### src/rtl/nvdla_glb_intr_pkg.sv
// rtl/nvdla_glb_intr_pkg.sv - register map, response fields and coalescing types for the global interrupt aggregator
package nvdla_glb_intr_pkg;

  localparam int CSB_AW = 4;

  localparam logic [CSB_AW-1:0] REG_STATUS   = 4'd0;
  localparam logic [CSB_AW-1:0] REG_MASK     = 4'd1;
  localparam logic [CSB_AW-1:0] REG_SET      = 4'd2;
  localparam logic [CSB_AW-1:0] REG_PENDING  = 4'd3;
  localparam logic [CSB_AW-1:0] REG_COAL_CFG = 4'd4;

  localparam int RESP_W       = 34;
  localparam int RESP_ACK_BIT = 33;
  localparam int RESP_ERR_BIT = 32;

  localparam int COAL_THR_W   = 8;
  localparam int COAL_TMO_LSB = 8;

  typedef enum logic [1:0] {
    COAL_IDLE  = 2'd0,
    COAL_ACCUM = 2'd1,
    COAL_FIRE  = 2'd2
  } coal_state_e;

  function automatic logic [5:0] popcount32(input logic [31:0] v);
    logic [5:0] c;
    c = '0;
    for (int i = 0; i < 32; i++) c = c + 6'(v[i]);
    return c;
  endfunction

endpackage

### src/rtl/nvdla_glb_intr_coal.sv
// rtl/nvdla_glb_intr_coal.sv - coalescing FSM: holds off core_intr until enough pending bits or a timeout
module nvdla_glb_intr_coal
  import nvdla_glb_intr_pkg::*;
#(
  parameter int NB    = 12,
  parameter int TMO_W = 16
) (
  input  logic                  clk,
  input  logic                  rst,
  input  logic [NB-1:0]         pending,
  input  logic [COAL_THR_W-1:0] thr,
  input  logic [TMO_W-1:0]      tmo,
  output logic                  core_intr
);

  coal_state_e      state, state_nxt;
  logic [TMO_W-1:0] timer, timer_nxt;
  logic [5:0]       pend_cnt;
  logic             any_pend;
  logic             fire_now;

  assign any_pend = |pending;
  assign pend_cnt = popcount32(32'(pending));
  assign fire_now = (thr <= 8'd1) || (tmo == '0) ||
                    ({2'b00, pend_cnt} >= thr) || (timer >= tmo);

  // timer holds the number of cycles spent in ACCUM, including the current one
  always_comb begin
    state_nxt = state;
    timer_nxt = timer;
    case (state)
      COAL_IDLE: begin
        if (any_pend) begin
          state_nxt = COAL_ACCUM;
          timer_nxt = TMO_W'(1);
        end
      end
      COAL_ACCUM: begin
        if (!any_pend) begin
          state_nxt = COAL_IDLE;
          timer_nxt = '0;
        end else if (fire_now) begin
          state_nxt = COAL_FIRE;
          timer_nxt = '0;
        end else begin
          timer_nxt = timer + TMO_W'(1);
        end
      end
      COAL_FIRE: begin
        if (!any_pend) state_nxt = COAL_IDLE;
      end
      default: begin
        state_nxt = COAL_IDLE;
        timer_nxt = '0;
      end
    endcase
  end

  always_ff @(posedge clk) begin
    if (rst) begin
      state <= COAL_IDLE;
      timer <= '0;
    end else begin
      state <= state_nxt;
      timer <= timer_nxt;
    end
  end

  assign core_intr = (state == COAL_FIRE);

endmodule

### src/rtl/nvdla_glb_intr_agg.sv
// rtl/nvdla_glb_intr_agg.sv - sticky done-pulse status with CSB access; NVDLA_GLB_INTR_COAL_EN adds coalescing
module nvdla_glb_intr_agg
  import nvdla_glb_intr_pkg::*;
#(
  parameter int NUM_SRC = 6,
  parameter int NUM_GRP = 2,
  parameter int TMO_W   = 16
) (
  input  logic                        nvdla_core_clk,
  input  logic                        nvdla_core_rst,
  input  logic                        csb_req_pvld,
  output logic                        csb_req_prdy,
  input  logic [CSB_AW-1:0]           csb_req_addr,
  input  logic [31:0]                 csb_req_wdat,
  input  logic                        csb_req_write,
  input  logic                        csb_req_nposted,
  output logic                        csb_resp_valid,
  output logic [RESP_W-1:0]           csb_resp_pd,
  input  logic [NUM_SRC*NUM_GRP-1:0]  done_intr_pd,
  output logic                        core_intr
);

  localparam int NB = NUM_SRC * NUM_GRP;

  logic          accept, wr;
  logic [NB-1:0] status, mask, pending, w1c, w1s, wbits;
  logic          mask_we, err;
  logic [31:0]   rdata;
  logic          unused_sink;

  assign csb_req_prdy = ~nvdla_core_rst;
  assign accept       = csb_req_pvld & csb_req_prdy;
  assign wr           = accept & csb_req_write;
  assign wbits        = csb_req_wdat[NB-1:0];
  assign pending      = status & ~mask;
  assign unused_sink  = ^{csb_req_wdat, TMO_W[0]};

`ifdef NVDLA_GLB_INTR_COAL_EN
  logic [COAL_TMO_LSB+TMO_W-1:0] coal_cfg;
  logic                          cfg_we;
`endif

  always_comb begin
    rdata   = '0;
    err     = 1'b0;
    w1c     = '0;
    w1s     = '0;
    mask_we = 1'b0;
`ifdef NVDLA_GLB_INTR_COAL_EN
    cfg_we  = 1'b0;
`endif
    case (csb_req_addr)
      REG_STATUS: begin
        rdata = 32'(status);
        if (wr) w1c = wbits;
      end
      REG_MASK: begin
        rdata   = 32'(mask);
        mask_we = wr;
      end
      REG_SET: begin
        if (wr) w1s = wbits;
      end
      REG_PENDING: begin
        rdata = 32'(pending);
        err   = csb_req_write;
      end
`ifdef NVDLA_GLB_INTR_COAL_EN
      REG_COAL_CFG: begin
        rdata  = 32'(coal_cfg);
        cfg_we = wr;
      end
`endif
      default: err = 1'b1;
    endcase
  end

  // hardware pulses win over a same-cycle W1C on the same bit
  always_ff @(posedge nvdla_core_clk) begin
    if (nvdla_core_rst) begin
      status         <= '0;
      mask           <= '1;
      csb_resp_valid <= 1'b0;
      csb_resp_pd    <= '0;
    end else begin
      status <= (status & ~w1c) | w1s | done_intr_pd;
      if (mask_we) mask <= wbits;
      csb_resp_valid <= accept & (~csb_req_write | csb_req_nposted);
      if (accept & (~csb_req_write | csb_req_nposted))
        csb_resp_pd <= {csb_req_write, err, csb_req_write ? 32'd0 : rdata};
    end
  end

`ifdef NVDLA_GLB_INTR_COAL_EN
  always_ff @(posedge nvdla_core_clk) begin
    if (nvdla_core_rst) coal_cfg <= '0;
    else if (cfg_we)    coal_cfg <= csb_req_wdat[COAL_TMO_LSB+TMO_W-1:0];
  end

  nvdla_glb_intr_coal #(
    .NB    (NB),
    .TMO_W (TMO_W)
  ) u_coal (
    .clk       (nvdla_core_clk),
    .rst       (nvdla_core_rst),
    .pending   (pending),
    .thr       (coal_cfg[COAL_THR_W-1:0]),
    .tmo       (coal_cfg[COAL_TMO_LSB+TMO_W-1:COAL_TMO_LSB]),
    .core_intr (core_intr)
  );
`else
  always_ff @(posedge nvdla_core_clk) begin
    if (nvdla_core_rst) core_intr <= 1'b0;
    else                core_intr <= |pending;
  end
`endif

endmodule

### config.mk
export PLATFORM = sky130hd
export DESIGN_NAME = nvdla_glb_intr_agg
export DESIGN_NICKNAME = d
export VERILOG_FILES = /design/src/rtl/nvdla_glb_intr_pkg.sv /design/src/rtl/nvdla_glb_intr_coal.sv /design/src/rtl/nvdla_glb_intr_agg.sv
export SDC_FILE = /design/constraint.sdc
export NUM_CORES = 1
export LEC_CHECK = 0
export ABC_AREA = 1
export CORE_MARGIN = 2
export CORE_UTILIZATION = 46
export CTS_CLUSTER_DIAMETER = 30
export DETAILED_ROUTE_END_ITERATION = 6
export MAX_ROUTING_LAYER = met4
export PLACE_DENSITY = 0.84
export SYNTH_ARGS = -nofsm -noshare
export SYNTH_HDL_FRONTEND = slang
export SYNTH_SLANG_ARGS = --single-unit
### constraint.sdc
create_clock -name nvdla_core_clk -period 3.39 [get_ports nvdla_core_clk]
set_clock_uncertainty 0.15 [all_clocks]
set_input_delay 1.017 -clock nvdla_core_clk [delete_from_list [all_inputs] [get_ports nvdla_core_clk]]
set_output_delay 1.017 -clock nvdla_core_clk [all_outputs]
set_load 0.005 [all_outputs]
; ---- Word level (Yosys, flattened, before mapping)
; Cells that the tools add are included.
[word_totals]
regBits = 60
in_bits = 53
output_inout_bits = 37
word_cells = 30
[classes]
eq_ne = 3
muxes = 7
n_bitwise = 12
reduce_logical = 3
[ops]
columns = cell, n
row1 = two-way mux 12 bit, 3
row2 = case mux 12 bit (3 select lines), 1
row3 = two-way mux 32 bit, 1
row4 = bitwise AND 12 bit, 2
row5 = NOT 12 bit, 2
row6 = OR 12 bit, 2
row7 = OR reduction 12 bit, 1
row8 = equality test 4 x 2 -> 1 bit (second input constant), 2
row9 = equality test 4 x 1 -> 1 bit (second input constant), 1
row10 = zero test 4 bit, 1
row11 = bitwise AND 1 bit, 3
row12 = OR reduction 3 bit, 1
row13 = NOT 1 bit, 2
row14 = case mux 1 bit (2 select lines), 1
row15 = two-way mux 1 bit, 1
row16 = OR 1 bit, 1

; ---- Longest topological paths before layout
; Gate-level depths: netlist of run 1.
[depth]
ltp_word = 9
depth_mapped = 8
mapped_depth_nobuf = 8

; ---- Least setup slack after synthesis of run 1
; Ideal clock, no wire load.
[synth_timing]
path_kind = input port to output port
from = input nvdla_core_rst
to = output csb_req_prdy
arrival_ns = 1.556
required_time_ns = 2.223
slack_ns = 0.667
stages = 3
path_buffers = 2
path_cell_list = buf_6 -> inv_1 -> clkbuf_1
[synth_between]
elab_chain_len = 1
[synth_lines]
columns = element, line
row1 = "start, declared", nvdla_glb_intr_agg.sv:10  ; input logic nvdla_core_rst,
row2 = NOT 1 bit, nvdla_glb_intr_agg.sv:31  ; assign csb_req_prdy = ~nvdla_core_rst;
row3 = "end, declared", nvdla_glb_intr_agg.sv:12  ; output logic csb_req_prdy,
; Every way passes these cells.

; ---- Worst setup path in the final report of run 1
; Ends and elaborated chain as after synthesis.

==> results.toml, run 1 <==
[placed_design]
io_buffers = 49
dpl_worst_slack_ns = 0.114
hpwl_um = 3690
gp_congestion = 0.867

[routing]
drc_errors = 0
drt_iter0_drc = 97
routed_wl_um = 4890
vias = 2119
firstDrtPassIters = 4
wire_per_inst_um = 11.8
detail-route-antenna-nets = 0
vias_per_cell = 5.09

[worst_setup_path]
cpMaxStageDelayCell = "clkdlybuf4s50_1"
crit_required_ns = 2.22
crit_path_start_kind = "primary input"
cp_max_fo = 2
worstReg2RegEnd = "csb_resp_pd[7]"
r2r_slack_ns = 2.27
cp_num_cells = 3
timing.rr.start = "status[7]"
crit_family = "buffers and inverters"
arrival_ns = 2.11
critPathBufInv = 3
path_cells = "clkdlybuf4s50_1, inv_1, clkdlybuf4s50_1"
critical_path_class = "in2out"
rr_worst_depth = 6
max_stage_delay_ns = 0.51
cpMostUsedCell = "clkdlybuf4s50_1"
endpoint_kind = "output pin"

[timing]
period_share_pct = 96.8
tns_ns = 0
final-setup-viol-count = 0
fin_crit_ns = 3.28
relSlewSlack_pct = 65.2
worst_slack_ns = 0.110
finalHoldViolations = 0
rsz0062_at_grt = "no"
tightest_slew_ns = 0.520
fmax_mhz = 305
slew_violations = 0

[worst_hold_path]
hold_class = "reg2reg"
hold_depth = 2
min_from = "csb_resp_pd[9]"
min_to = "csb_resp_pd[9]"

[finish]
fill_cells = 442
insertedDiodeCount = 0
mostFrequentLayoutCells = "nand3_1, nand2_1, clkdlybuf4s50_1"
final-seq-area_sq_um = 801
drive_above_1_share_pct = 7.73
final_net_count = 415
final_util_pct = 58.0
multi_input_area_sq_um = 1140
syn_to_final_growth_pct = 21.6
final_common_cell = "nand3_1"

[synth]
synthesis.area_sq_um = 2240
synthesis.instances = 321
avgSynthCellArea_sq_um = 6.97
synth_top_area_cell = "dfxtp_1"
ys_top_cells_by_area = "dfxtp_1, nand3_1, nand2_1, buf_4, nor2_1"
yosysSeqAreaShare_pct = 35.8
synth-seq-cells = 40
synth.distinct_cells = 22
synth_top_area_share_pct = 35.8
yosys_warnings = 0

[clock_tree]
clkTransAtPathRegs_ns = 0.07
clk_path_buf_depth = 2
cts-buffers-inserted = 5
htreeDepth = 2
root_buffer = "clkbuf_8"
cts_resized = 0
hold_buffers = 0
cts_sinks = 40
cts_tree = "done"
post_cts_buffers = 0
clk_latency_ns = 0.29

[floorplan]
initial_core_util_pct = 47.7
die_w_um = 73.7
io_pins = 90
core_area_sq_um = 4690
die-area_sq_um = 5440
die_y_um = 73.7
rows = 25

[run_status]
status = "finished, final reports clean"

[flow_run]
max-cap-violations = 0

[power]
p_leak_uw = 0.00112
power_density_nw_per_um2 = 341
ir_drop_v = 0.000219

[global_route]
grt_max_degree = 37
grt-ovfl-total = 0
antenna_found_initial = 0
grt_pass1_wl_um = 8280
grt.total_usage_pct = 19.9
grt_pass1_vias = 1853
==> per-layer routing <==
| layer | up-vias | part of all wire (%) | wire, um | GRT usage, % |
|---|---|---|---|---|
| met5 | - | 0 | 0 | - |
| met4 | 0 | 1.3 | 62 | 7.07 |
| met3 | 5 | 6.5 | 317 | 3.29 |
| met2 | 77 | 48 | 2340 | 32.9 |
| met1 | 937 | 44 | 2170 | 24.5 |
| li1 | 1100 | - | - | - |
==> synthesized netlist by cell type (all sizes together) <==
master and instances:
clkbuf 3, nand4 1, inv 27, nand3 63, o21ai 18, nor2 44, dfxtp 40, conb 1
a21oi 24, o22ai 1, buf 36, o211ai 12, nand2 51
==> sequential cells by signal (all words and copies together) (netlist names) <==
signal,cells
csb_resp_valid,1
mask,12
status,12
core_intr,1
csb_resp_pd,14
==> metrics by stage <==
| step | hold WS (ns) | instance area, sq um | std cells | power (uW) |
|---|---|---|---|---|
| 5_1_grt | 0.340 | 2720 | 416 | 975 |
| 3_5_place_dp | 0.307 | 2640 | 409 | 641 |
| 4_1_cts | 0.319 | 2720 | 416 | 934 |
| 3_3_place_gp | 0.305 | 2640 | 409 | 637 |
| 6_report | 0.317 | 2720 | 416 | 929 |
| 2_1_floorplan | 0.309 | 2310 | 340 | 597 |
==> final cells by class <==
type	instances	share of cell area, %
timing repair buffer	54	19.4
tap	54	2.48
clock inverter	2	0.460
multi-input combinational	234	42.0
inverter	27	3.72
clock buffer	5	2.53
sequential	40	29.4
==> kinds of logic (layout without fill, tap and decap cells) <==
kind of cell    after synthesis  count (layout)  share of synthesized area, %
other cells                   1              20                         0.168
simple gates                159             159                          33.5
flops                        40              40                          35.8
compound gates               55              55                          14.2
buf+inv                      66              88                          16.3
==> how the worst max path moves through the flow <==
stage | startpoint | to
final | nvdla_core_rst | csb_req_prdy
after global placement | nvdla_core_rst | csb_req_prdy
after global routing | nvdla_core_rst | csb_req_prdy
after detailed placement | nvdla_core_rst | csb_req_prdy
after floorplan | nvdla_core_rst | csb_req_prdy
after CTS | nvdla_core_rst | csb_req_prdy
==> report_power, final <==
group / switching [uW] / internal, uW
Sequential: 10.9 / 484
Clock: 159 / 139
Combinational: 73.9 / 62.6
==> tightest hold or removal path, stage by stage, from the launching register on <==
cell	delay [ns]
dfxtp_1	0.31
nand2_1	0.06
a21oi_1	0.05
Power figures use the tool's default switching activity.
==> run 2, diff against run 1 <==
CORE_ASPECT_RATIO = 0.8   (was unset)
==> run 2 against run 1 <==
Net effect: clock-buffer cell count is 1 higher; critical path type unchanged; cell area up 0.41%; cell count grew 1.7%.
==> results.toml, run 2 (synthesis gave the netlist of run 1 again) <==
[worst_setup_path]
rr_worst_depth = 8
critical_path_class = "in2out"
cp_max_fo = 2
endpoint_kind = "output pin"
crit_path_start_kind = "primary input"
arrival_ns = 2.08
crit_required_ns = 2.22

[timing]
slew_violations = 0
final-setup-viol-count = 0
fin_crit_ns = 3.25
period_share_pct = 95.7
rsz0062_at_grt = "no"
timing.hold.ws_ns = 0.314
relSlewSlack_pct = 66.4
tightest_slew_ns = 0.503
finalHoldViolations = 0
tns_ns = 0
fmax_mhz = 308

[finish]
fin_cells = 423
insertedDiodeCount = 0
top_regs = "csb_resp_pd: 14 flops, mask: 12 flops, status: 12 flops"
regMostFlops = "csb_resp_pd"
final_util_pct = 59.1
final_net_count = 416
syn_to_final_growth_pct = 22.1
final_common_cell = "nand3_1"
drive_above_1_share_pct = 7.71
largest_register_ffs = 14
fill_cells = 458
mostFrequentLayoutCells = "nand3_1, nand2_1, clkdlybuf4s50_1"

[routing]
firstDrtPassIters = 4
drt_iter0_drc = 173
vias_per_cell = 5.08
wire_per_inst_um = 12.3
detail-route-antenna-nets = 0
routed_wl_um = 5200
drc_errors = 0
vias = 2147

[global_route]
grt-busiest-layer = "met2"
grt.total_usage_pct = 21.0
antenna_found_initial = 0
grt_use_met2_pct = 32.0
globalRouteMet1Util_pct = 29.0
met3_usage_pct = 4.51
grt_max_degree = 32
grt-ovfl-total = 0
grt_pass1_vias = 1872
grt_pass1_wl_um = 8580

[floorplan]
die-area_sq_um = 5440
die_w_um = 82.0
initial_core_util_pct = 48.4
die_y_um = 66.4
core_area_sq_um = 4620
rows = 22
io_pins = 90

[run_status]
status = "finished, final reports clean"

[clock_tree]
cts_resized = 0
cts_tree = "done"
post_cts_buffers = 0
root_buffer = "clkbuf_8"
clk_path_buf_depth = 2
cts-buffers-inserted = 5
cts_sinks = 40
clk_latency_ns = 0.29
hold_buffers = 0
htreeDepth = 2
clkTransAtPathRegs_ns = 0.06

[placed_design]
hpwl_um = 3870
placed_cells = 416
gp_congestion = 0.830
io_buffers = 49

[worst_hold_path]
hold_class = "reg2reg"
hold_depth = 2

[power]
ir_drop_v = 0.000178
power.total_uw = 925
power_density_nw_per_um2 = 338
p_leak_uw = 0.00113

[flow_run]
max-cap-violations = 0
run 2: changes by cell type in the layout (fill, tap and decap cells not counted), sizes merged:
| cell | change |
|---|---|
| buf | +1 |
| clkbuf | +1 |
| clkinvlp | -1 |
run 2: critical path, cell delays in order:
cell,delay [ns]
clkdlybuf4s50_1,0.43
inv_1,0.12
clkdlybuf4s50_1,0.51
run 2: per-stage QoR:
step / cell area (sq um) / setup slack (ns)
detailed placement: 2660 / 0.148
global placement: 2660 / 0.143
global route: 2730 / 0.128
finish: 2730 / 0.144
CTS: 2730 / 0.148
floorplan: 2310 / 0.667
run 2: per-layer routing:
metal | routed length, um | up-vias
met5 | 0 | -
met4 | 18 | 0
met3 | 462 | 2
met2 | 2280 | 93
met1 | 2430 | 947
li1 | - | 1105
run 2: report_power, final:
part	internal, uW	switching [uW]
registers	484	11.6
logic	63.3	75.5
clock network	140	150
run 2: cell type report:
type                    instances  area, sq um  area share, %
clock buffers                   6         72.6           2.66
multi-input cells             234         1140           41.8
flip-flops and latches         40          801           29.3
inverters                      27          101           3.71
clock inverters                 1         5.00          0.183
well taps                      60         75.1           2.75
repair buffers                 55          536           19.6
run 2: worst paths after layout:
path	start	to	slack [ns]
worst min register to register	csb_resp_pd[32]	csb_resp_pd[32]	0.31
worst max-delay path	nvdla_core_rst	csb_req_prdy	0.14
worst max register to register	status[8]	core_intr	2.24
worst min-delay path	csb_resp_pd[32]	csb_resp_pd[32]	0.31
==> run 3, diff against run 2 <==
CORE_UTILIZATION = 47   (was 46)
PLACE_DENSITY = 0.86   (was 0.84)
==> run 3 against run 2 <==
Net effect: non-clock buffer count is 1 lower; largest power group unchanged; utilization is 0.63 points higher; highest routed layer unchanged; via count is 1.3% lower; combinational power hardly changed; critical path type unchanged; global-route usage is 0.24 points lower; sequential share of layout area is 0.13 points lower; cell count stayed put; hold slack better by 0.0028 ns; worst setup slack better by 0.019 ns; flip-flop and latch count stayed put.
==> results.toml, run 3 (synthesis gave the netlist of run 1 again) <==
[run_status]
status = "finished, final reports clean"

[clock_tree]
clk_latency_ns = 0.30
cts_sinks = 40
clk_path_buf_depth = 2
post_cts_buffers = 0
cts_tree = "done"
root_buffer = "clkbuf_8"
htreeDepth = 2
hold_buffers = 0
cts-buffers-inserted = 5
cts_resized = 0
clkTransAtPathRegs_ns = 0.07

[timing]
period_share_pct = 95.2
slew_violations = 0
fin_crit_ns = 3.23
fmax_mhz = 310
final-setup-viol-count = 0
tns_ns = 0
rsz0062_at_grt = "no"
relSlewSlack_pct = 66.7
finalHoldViolations = 0
tightest_slew_ns = 0.499

[worst_setup_path]
max_stage_delay_ns = 0.51
cp_max_fo = 2
endpoint_kind = "output pin"
cpMaxStageDelayCell = "clkdlybuf4s50_1"
critPathBufInv = 3
crit_family = "buffers and inverters"
arrival_ns = 2.06
rr_worst_depth = 6
crit_path_start_kind = "primary input"
crit_required_ns = 2.22
critical_path_class = "in2out"
path_cells = "clkdlybuf4s50_1, inv_1, clkdlybuf4s50_1"
cpMostUsedCell = "clkdlybuf4s50_1"
cp_num_cells = 3

[power]
ir_drop_v = 0.000162
power_density_nw_per_um2 = 352
p_leak_uw = 0.00113

[finish]
fill_cells = 431
syn_to_final_growth_pct = 22.7
final_net_count = 415
regMostFlops = "csb_resp_pd"
top_regs = "csb_resp_pd: 14 flops, mask: 12 flops, status: 12 flops"
final_common_cell = "nand3_1"
largest_register_ffs = 14
postLayoutCellArea_sq_um = 2750
mostFrequentLayoutCells = "nand3_1, nand2_1, clkdlybuf4s50_1"
insertedDiodeCount = 0
drive_above_1_share_pct = 7.99

[floorplan]
core_area_sq_um = 4600
die-area_sq_um = 5330
initial_core_util_pct = 48.7
rows = 22
io_pins = 90
die_w_um = 81.1
die_y_um = 65.7

[worst_hold_path]
hold_depth = 2
hold_class = "reg2reg"

[global_route]
grt.total_usage_pct = 20.8
antenna_found_initial = 0
grt_pass1_wl_um = 8400
grt_max_degree = 35
grt-ovfl-total = 0
grt_pass1_vias = 1860

[placed_design]
gp_congestion = 0.846
hpwl_um = 3850
placed_cell_area_sq_um = 2650
io_buffers = 49

[routing]
wire_per_inst_um = 12.1
routed_wl_um = 5120
drc_errors = 0
detail-route-antenna-nets = 0
drt_iter0_drc = 209
vias_per_cell = 5.01
firstDrtPassIters = 4
vias = 2120

[flow_run]
max-cap-violations = 0
run 3: changes by cell type in the layout (fill, tap and decap cells not counted):
| cell | change |
|---|---|
| clkinvlp_4 | +2 |
| clkinv_2 | -1 |
| buf_4 | -1 |
| clkbuf_8 | +1 |
| clkbuf_1 | -1 |
run 3: final timing paths:
path / end / slack [ns] / startpoint
setup reg to reg: csb_resp_pd[8] / 2.22 / status[8]
hold reg to reg: csb_resp_pd[6] / 0.32 / csb_resp_pd[6]
setup / recovery: csb_req_prdy / 0.16 / nvdla_core_rst
hold / removal: csb_resp_pd[6] / 0.32 / csb_resp_pd[6]
run 3: final cells by class:
cell class	instances	area [sq um]	share of cell area (%)
inverters	27	101	3.69
well taps	60	75.1	2.73
multi-input cells	234	1140	41.6
clock inverters	2	15.0	0.547
clock buffers	6	82.6	3.01
flip-flops and latches	40	801	29.2
repair buffers	54	528	19.2
run 3: through the flow:
stage	utilization (%)	setup slack [ns]	hold WS (ns)	total power [uW]	instances
after floorplan	-	0.667	0.309	597	340
after global placement	57.6	0.145	0.305	638	415
after detailed placement	57.6	0.143	0.307	643	415
after CTS	59.7	0.143	0.318	967	423
after global routing	59.7	0.131	0.341	1000	423
final	59.7	0.163	0.317	965	423
run 3: where the power goes:
group	switching [uW]	internal, uW	total, uW
combinational	74.7	62.6	137
clock	168	165	333
sequential	11.7	484	496
total	254	711	965
run 3: layer usage:
layer | GRT usage (%) | vias up | routed length, um
met4 | 6.36 | 0 | 63
met5 | - | - | 0
met3 | 3.71 | 7 | 424
li1 | - | 1100 | -
met2 | 32.0 | 91 | 2220
met1 | 27.9 | 922 | 2410
run 3: worst register-to-register path, stage by stage (launching register included):
cell and delay (ns):
dfxtp_1 0.39, inv_1 0.06, nor2_1 0.13, nand3_1 0.08, nand3_1 0.07, nand2_1 0.06, a21oi_1 0.15
